--- config.mk ---
export PLATFORM = sky130hd
export DESIGN_NAME = instr_line_fetch_flat
export DESIGN_NICKNAME = d
export VERILOG_FILES = /design/src/rtl/instr_line_fetch_if.sv /design/src/rtl/instr_line_fetch.sv /design/src/flat_wrapper.sv
export SDC_FILE = /design/constraint.sdc
export NUM_CORES = 1
export LEC_CHECK = 0
export CAP_MARGIN = 10
export CORE_MARGIN = 4
export CORE_UTILIZATION = 44
export DETAILED_ROUTE_END_ITERATION = 10
export DONT_BUFFER_PORTS = 1
export GPL_TIMING_DRIVEN = 0
export PLACE_DENSITY = 0.71
export SETUP_SLACK_MARGIN = 0.4
export SLEW_MARGIN = 20
export SYNTH_ARGS = -nofsm -noshare
export SYNTH_HDL_FRONTEND = slang
export SYNTH_SLANG_ARGS = --single-unit
--- constraint.sdc ---
create_clock -name clk -period 2.75 [get_ports clk]
set_clock_uncertainty 0.1 [all_clocks]
set_input_delay 0.55 -clock clk [delete_from_list [all_inputs] [get_ports clk]]
set_output_delay 0.55 -clock clk [all_outputs]
set_load 0.02 [all_outputs]
--- src/rtl/instr_line_fetch_if.sv ---
// Fetch request/response and memory burst signals of the instruction line fetch stage.
// master = CPU front end plus instruction memory; slave = the fetch stage itself.
interface instr_line_fetch_if #(
  parameter int LEN_WORD = 32
);
  logic                fetch_order;
  logic [LEN_WORD-1:0] fetch_pc;
  logic                fetch_done;
  logic [LEN_WORD-1:0] fetch_instr;
  logic [LEN_WORD-1:0] fetch_hint;
  logic                mem_req;
  logic [LEN_WORD-1:0] mem_addr;
  logic                mem_ack;
  logic                mem_valid;
  logic [LEN_WORD-1:0] mem_rdata;

  modport master (
    output fetch_order, fetch_pc, fetch_hint, mem_ack, mem_valid, mem_rdata,
    input  fetch_done, fetch_instr, mem_req, mem_addr
  );

  modport slave (
    input  fetch_order, fetch_pc, fetch_hint, mem_ack, mem_valid, mem_rdata,
    output fetch_done, fetch_instr, mem_req, mem_addr
  );
endinterface

--- src/rtl/instr_line_fetch.sv ---
// Instruction line fetch: zero-latency hits from demand buffer D and, when HINT_PREFETCH_EN
// is defined, a hint buffer H prefetched from fetch_hint. Lines fill by memory burst.
module instr_line_fetch #(
  parameter int LEN_WORD   = 32,
  parameter int LINE_WORDS = 8,
  parameter int LOG_LINE   = 3
) (
  input logic               clk,
  input logic               rstn,
  input logic               init,
  instr_line_fetch_if.slave bus
);
  localparam int TAG_W = LEN_WORD - LOG_LINE - 2;
  typedef logic [TAG_W-1:0]    tag_t;
  typedef logic [LOG_LINE-1:0] idx_t;
  typedef logic [LEN_WORD-1:0] word_t;
  typedef enum logic [1:0] {IDLE, REQ, FILL} state_t;
  localparam idx_t LAST = idx_t'(LINE_WORDS - 1);

  state_t state_q, state_d;
  tag_t   line_q;
  idx_t   cnt_q;
  logic   discard_q;

  logic   d_valid_q;
  tag_t   d_tag_q;
  word_t  d_data_q [LINE_WORDS];

  tag_t   pc_tag;
  idx_t   pc_idx;
  logic   d_hit, any_hit, start_demand;
  logic   unused_bits;

  assign pc_tag = bus.fetch_pc[LEN_WORD-1:LOG_LINE+2];
  assign pc_idx = bus.fetch_pc[LOG_LINE+1:2];
  assign d_hit  = d_valid_q && (d_tag_q == pc_tag);

`ifdef HINT_PREFETCH_EN
  logic   h_valid_q;
  tag_t   h_tag_q;
  word_t  h_data_q [LINE_WORDS];
  logic   tgt_h_q;
  tag_t   hint_tag;
  logic   h_hit, hint_resident, start_hint;

  assign hint_tag      = bus.fetch_hint[LEN_WORD-1:LOG_LINE+2];
  assign h_hit         = h_valid_q && (h_tag_q == pc_tag);
  assign any_hit       = d_hit || h_hit;
  assign hint_resident = (d_valid_q && (d_tag_q == hint_tag)) ||
                         (h_valid_q && (h_tag_q == hint_tag));
  assign unused_bits   = ^{bus.fetch_pc[1:0], bus.fetch_hint[1:0]};
`else
  assign any_hit       = d_hit;
  assign unused_bits   = ^{bus.fetch_pc[1:0], bus.fetch_hint};
`endif

  always_ff @(posedge clk or negedge rstn) begin
    if (!rstn) state_q <= IDLE;
    else       state_q <= state_d;
  end

  // NOTE: every signal assigned in always_comb gets a default first so no latch is inferred.
  always_comb begin
    state_d      = state_q;
    start_demand = 1'b0;
`ifdef HINT_PREFETCH_EN
    start_hint   = 1'b0;
`endif
    case (state_q)
      IDLE: begin
        if (init) begin
          state_d = IDLE;
        end else if (bus.fetch_order && !any_hit) begin
          start_demand = 1'b1;
          state_d      = REQ;
        end
`ifdef HINT_PREFETCH_EN
        else if (!hint_resident) begin
          start_hint = 1'b1;
          state_d    = REQ;
        end
`endif
      end
      REQ: begin
        if (init)             state_d = IDLE;
        else if (bus.mem_ack) state_d = FILL;
      end
      FILL: begin
        // An init during the burst does not abort it: the remaining beats must still drain.
        if (bus.mem_valid && (cnt_q == LAST)) state_d = IDLE;
      end
      default: state_d = IDLE;
    endcase
  end

  always_comb begin
    bus.fetch_done  = 1'b0;
    bus.fetch_instr = '0;
    if (bus.fetch_order && !init) begin
      if (d_hit) begin
        bus.fetch_done  = 1'b1;
        bus.fetch_instr = d_data_q[pc_idx];
      end
`ifdef HINT_PREFETCH_EN
      else if (h_hit) begin
        bus.fetch_done  = 1'b1;
        bus.fetch_instr = h_data_q[pc_idx];
      end
`endif
    end
    bus.mem_req  = (state_q == REQ);
    bus.mem_addr = {line_q, {(LOG_LINE + 2){1'b0}}};
  end

  // NOTE: line data is reset too, so a freshly reset buffer reads as all-zero words.
  always_ff @(posedge clk or negedge rstn) begin
    if (!rstn) begin
      line_q    <= '0;
      cnt_q     <= '0;
      discard_q <= 1'b0;
      d_valid_q <= 1'b0;
      d_tag_q   <= '0;
      for (int i = 0; i < LINE_WORDS; i++) d_data_q[i] <= '0;
`ifdef HINT_PREFETCH_EN
      tgt_h_q   <= 1'b0;
      h_valid_q <= 1'b0;
      h_tag_q   <= '0;
      for (int i = 0; i < LINE_WORDS; i++) h_data_q[i] <= '0;
`endif
    end else begin
      if (start_demand) begin
        line_q  <= pc_tag;
`ifdef HINT_PREFETCH_EN
        tgt_h_q <= 1'b0;
`endif
      end
`ifdef HINT_PREFETCH_EN
      if (start_hint) begin
        line_q  <= hint_tag;
        tgt_h_q <= 1'b1;
      end
`endif
      if ((state_q == REQ) && bus.mem_ack && !init) begin
        cnt_q     <= '0;
        discard_q <= 1'b0;
`ifdef HINT_PREFETCH_EN
        if (tgt_h_q) begin
          h_valid_q <= 1'b0;
          h_tag_q   <= line_q;
        end else
`endif
        begin
          d_valid_q <= 1'b0;
          d_tag_q   <= line_q;
        end
      end
      if ((state_q == FILL) && bus.mem_valid) begin
        cnt_q <= cnt_q + idx_t'(1);
`ifdef HINT_PREFETCH_EN
        if (tgt_h_q) begin
          h_data_q[cnt_q] <= bus.mem_rdata;
          if ((cnt_q == LAST) && !discard_q) h_valid_q <= 1'b1;
        end else
`endif
        begin
          d_data_q[cnt_q] <= bus.mem_rdata;
          if ((cnt_q == LAST) && !discard_q) d_valid_q <= 1'b1;
        end
      end
      // Placed last so an init on the final beat still leaves the target invalid.
      if (init) begin
        d_valid_q <= 1'b0;
`ifdef HINT_PREFETCH_EN
        h_valid_q <= 1'b0;
`endif
        if (state_q == FILL) discard_q <= 1'b1;
      end
    end
  end
endmodule

--- src/flat_wrapper.sv ---
// flat-port wrapper written by rule: the top's interface ports become plain ports
module instr_line_fetch_flat 
#(
  parameter int LEN_WORD   = 32,
  parameter int LINE_WORDS = 8,
  parameter int LOG_LINE   = 3
)
  (clk, rstn, init, bus_fetch_order, bus_fetch_pc, bus_fetch_hint, bus_mem_ack, bus_mem_valid, bus_mem_rdata, bus_fetch_done, bus_fetch_instr, bus_mem_req, bus_mem_addr);
  instr_line_fetch_if #(.LEN_WORD(LEN_WORD)) bus_i ();
  input logic clk;
  input logic rstn;
  input logic init;
  input wire logic [$bits(bus_i.fetch_order)-1:0] bus_fetch_order;
  input wire logic [$bits(bus_i.fetch_pc)-1:0] bus_fetch_pc;
  input wire logic [$bits(bus_i.fetch_hint)-1:0] bus_fetch_hint;
  input wire logic [$bits(bus_i.mem_ack)-1:0] bus_mem_ack;
  input wire logic [$bits(bus_i.mem_valid)-1:0] bus_mem_valid;
  input wire logic [$bits(bus_i.mem_rdata)-1:0] bus_mem_rdata;
  output wire logic [$bits(bus_i.fetch_done)-1:0] bus_fetch_done;
  output wire logic [$bits(bus_i.fetch_instr)-1:0] bus_fetch_instr;
  output wire logic [$bits(bus_i.mem_req)-1:0] bus_mem_req;
  output wire logic [$bits(bus_i.mem_addr)-1:0] bus_mem_addr;
  assign bus_i.fetch_order = bus_fetch_order;
  assign bus_i.fetch_pc = bus_fetch_pc;
  assign bus_i.fetch_hint = bus_fetch_hint;
  assign bus_i.mem_ack = bus_mem_ack;
  assign bus_i.mem_valid = bus_mem_valid;
  assign bus_i.mem_rdata = bus_mem_rdata;
  assign bus_fetch_done = bus_i.fetch_done;
  assign bus_fetch_instr = bus_i.fetch_instr;
  assign bus_mem_req = bus_i.mem_req;
  assign bus_mem_addr = bus_i.mem_addr;
  instr_line_fetch #(.LEN_WORD(LEN_WORD), .LINE_WORDS(LINE_WORDS), .LOG_LINE(LOG_LINE)) u_core (.clk(clk), .rstn(rstn), .init(init), .bus(bus_i));
endmodule
==> out/metrics.cfg <==
[placement]
place_inst = 1327
gp_congestion = 0.7098
io_buffers = 0
placed_cell_area_mm2 = 0.01532
dp_hpwl_um = 19160

[final_layout]
stdcell_area_mm2 = 0.01668
register_area_mm2 = 0.007933
fillCellCount = 2659
multi_input_area_mm2 = 0.006402
finalNonFillerCells = 1398
diodes = 0
area_growth_syn_to_layout_pct = 15.95
drive_above_1_share_pct = 55.04
nNetsFinal = 1041

[clocking]
clockBufferDepth = 3
clock_latency_ns = 0.50
path_clk_slew_ns = 0.06
cts_hold_buf = 1
numCtsBuffers = 36
h-tree-depth = 2
cts_root_buf = clkbuf_16
cts.sinks = 317
cts_tree = done

[timing]
final-hold-violation-count = 317
tightestPinTransition_ns = 1.007
rsz0062_at_grt = yes
finalMaxSlewViolations = 0
worst_slack_ns = -0.2274
period_needed_ns = 2.977
fmax_mhz = 335.9
worst_slew_margin_rel_pct = 32.88
setup_viol = 33
period_share_pct = 108.3
hold-worst-slack_ns = -0.3694

[pwr]
clockPowerShare_pct = 32.1
p_per_area_mw_per_mm2 = 909.5
comb_power_share_pct = 19.7
p_int_mw = 11.19
power_mw = 15.17
p_sw_mw = 3.973
p_leak_nw = 7.580
ir_worst_vdd_mv = 0.5974
swShare_pct = 26.20
pwr-share-seq_pct = 48.2

[synth]
syn_area_mm2 = 0.01438
netlist_instances = 888
yosys.cell_types.count = 40
ys_ff_latch = 317
syn_avg_cell_area_um2 = 16.20
ys_warn_count = 0
synth-seq-area-share_pct = 55.15

[status]
outcome = finished with violations
violations = negative hold slack, negative setup slack

[hold_path]
min_path_type = input port to async pin

[worst_setup_path]
worstSetupPathType = register to output pin
startpoint_type = register
r2r_slack_ns = 0.34
worstPathArrival_ns = 2.33
worstPathRequired_ns = 2.10
crit_path_max_fanout = 8
cp-end-kind = output pin

[floorplanning]
fp-row-count = 65
die_height_um = 188.8
io_pins = 168
die_w_um = 188.8
dieArea_mm2 = 0.03564
coreArea_mm2 = 0.03188
initial_utilization_pct = 45.11

[route]
ant_nets = 0
viasPerCell = 5.487
route.vias.total = 7671
routedWlPerCell_um = 22.14
routed_wl_um = 30960
post-route-drc-count = 0
drtPass1Iterations = 4
drtIter0Drc = 392

[global_routing]
grt-ovfl-total = 0
grt_util_all_layers_pct = 17.52
grt_pass1_vias = 8398
grt_max_degree = 318
grt_pass1_wl_um = 49360
grt_antenna_before_repair = 0

[run]
maxCapViolations = 0

==> critical path: stages (launching register included) <==
cell,delay (ns)
dfrtp_1,0.41
xnor2_2,0.16
nand4_1,0.18
nor4_4,0.40
nand3_4,0.12
buf_12,0.18
clkbuf_16,0.19
nor2_4,0.18
==> kinds of logic (layout without fill, tap and decap cells) <==
family / count (synthesis) / after routing / synth area share (%)
compound gates: 10 / 10 / 0.5306
buf+inv: 60 / 131 / 2.662
fa+ha+maj: 2 / 2 / 0.1740
other cells: 1 / 5 / 0.02607
flops: 317 / 317 / 55.15
xor+xnor: 27 / 27 / 1.644
simple gates: 65 / 65 / 2.505
mux: 406 / 406 / 37.30
==> layout make-up <==
class / count / share of cell area, %
Multi-Input combinational cell: 515 / 38.39
Buffer: 58 / 2.933
Clock inverter: 7 / 0.7652
Sequential cell: 317 / 47.57
Timing Repair Buffer: 7 / 0.4802
Tap cell: 435 / 3.264
Clock buffer: 57 / 6.535
Inverter: 2 / 0.06752
==> synthesized netlist by cell type <==
library cell / number / area share, %
buf_1: 3 / 0.078
mux2_2: 270 / 21
o21ai_0: 1 / 0.035
and2_4: 1 / 0.061
nor4_2: 1 / 0.087
o21a_1: 1 / 0.052
or3b_2: 1 / 0.061
mux4_2: 64 / 10
nand3_1: 2 / 0.070
o22a_1: 1 / 0.061
buf_12: 3 / 0.42
buf_6: 5 / 0.39
nand4_1: 7 / 0.30
xnor2_1: 27 / 1.6
a31o_2: 1 / 0.061
nand3b_2: 2 / 0.16
a21o_1: 2 / 0.10
dfrtp_1: 317 / 55
buf_4: 12 / 0.63
nor3_1: 2 / 0.070
clkbuf_1: 14 / 0.37
mux2_4: 30 / 3.1
ha_1: 2 / 0.17
mux2_1: 10 / 0.78
nor2b_4: 1 / 0.096
nand3b_1: 1 / 0.052
a21oi_1: 1 / 0.035
nor2_1: 36 / 0.94
conb_1: 1 / 0.026
a21oi_2: 1 / 0.061
mux2i_1: 32 / 2.2
and2b_4: 1 / 0.070
buf_2: 21 / 0.73
nand2_2: 1 / 0.044
nand2_1: 4 / 0.10
inv_1: 2 / 0.052
nor3b_4: 2 / 0.26
and3_1: 1 / 0.044
nor2b_1: 2 / 0.087
a22o_1: 2 / 0.12
==> flip-flops by register name, summed over array words and instances (netlist names) <==
name	cells
u_core.state_q	2
u_core.cnt_q	3
u_core.d_valid_q	1
u_core.d_tag_q	27
u_core.discard_q	1
u_core.d_data_q	256
u_core.line_q	27
==> final timing paths <==
check                                            startpoint                                to  cells after the start
max                           u_core.d_tag_q[2]$_DFFE_PN0P_                bus_fetch_instr[9]                      7
min                                                    rstn  u_core.d_data_q[254]$_DFFE_PN0P_                      0
max in group asynchronous                              rstn  u_core.d_data_q[170]$_DFFE_PN0P_                      0
max reg2reg                  u_core.d_tag_q[25]$_DFFE_PN0P_     u_core.line_q[23]$_DFFE_PN0P_                      7
min reg2reg                u_core.d_data_q[110]$_DFFE_PN0P_  u_core.d_data_q[110]$_DFFE_PN0P_                      1
min in group clk                          bus_mem_rdata[14]  u_core.d_data_q[110]$_DFFE_PN0P_                      1
==> per-layer routing <==
| layer | share of wire (%) | vias to the layer above | routed length [um] | global-route usage (%) |
|---|---|---|---|---|
| li1 | - | 3347 | - | - |
| met1 | 43 | 4097 | 13290 | 23.81 |
| met2 | 49 | 177 | 15190 | 28.93 |
| met3 | 5.8 | 50 | 1803 | 3.946 |
| met4 | 2.2 | 0 | 672 | 4.344 |
| met5 | 0 | - | 0 | 0 |
==> what timing repair did <==
item | 4_1_cts | 5_1_grt
endpoints found under the setup margin | 40 | 54
cloned | 2 | 0
buffers inserted | 2 | 2
resized for setup | 9 | 4
pin swaps | 6 | 6
endpoints found under the hold margin | 318 | 317
==> power groups by stage <==
stage,Clock (mW),Sequential [mW],Combinational (mW)
finish,4.87,7.31,2.98
global route,5.20,7.49,3.26
CTS,5.00,7.32,3.04
detailed placement,0,7.38,3.00
global placement,0,7.31,2.91
floorplan,0,7.10,2.63
==> metrics by stage <==
step	setup slack, ns	utilization, %	setup TNS (ns)
2_1_floorplan	0.3485	-	0
3_3_place_gp	-0.2723	48.07	-6.994
3_5_place_dp	-0.3578	48.07	-9.676
4_1_cts	-0.2611	52.23	-7.534
5_1_grt	-0.3285	52.31	-9.998
6_report	-0.2274	52.31	-6.727
==> placed cells by master, fill, tap and decap left out, types with 16 or more instances in the layout <==
cell,instances
clkbuf_16,39
mux4_2,64
mux2_2,270
nor2_4,31
mux2_4,30
mux2i_1,32
buf_4,16
xnor2_1,20
dfrtp_1,317
No activity file was read; power rests on OpenSTA's default activity.
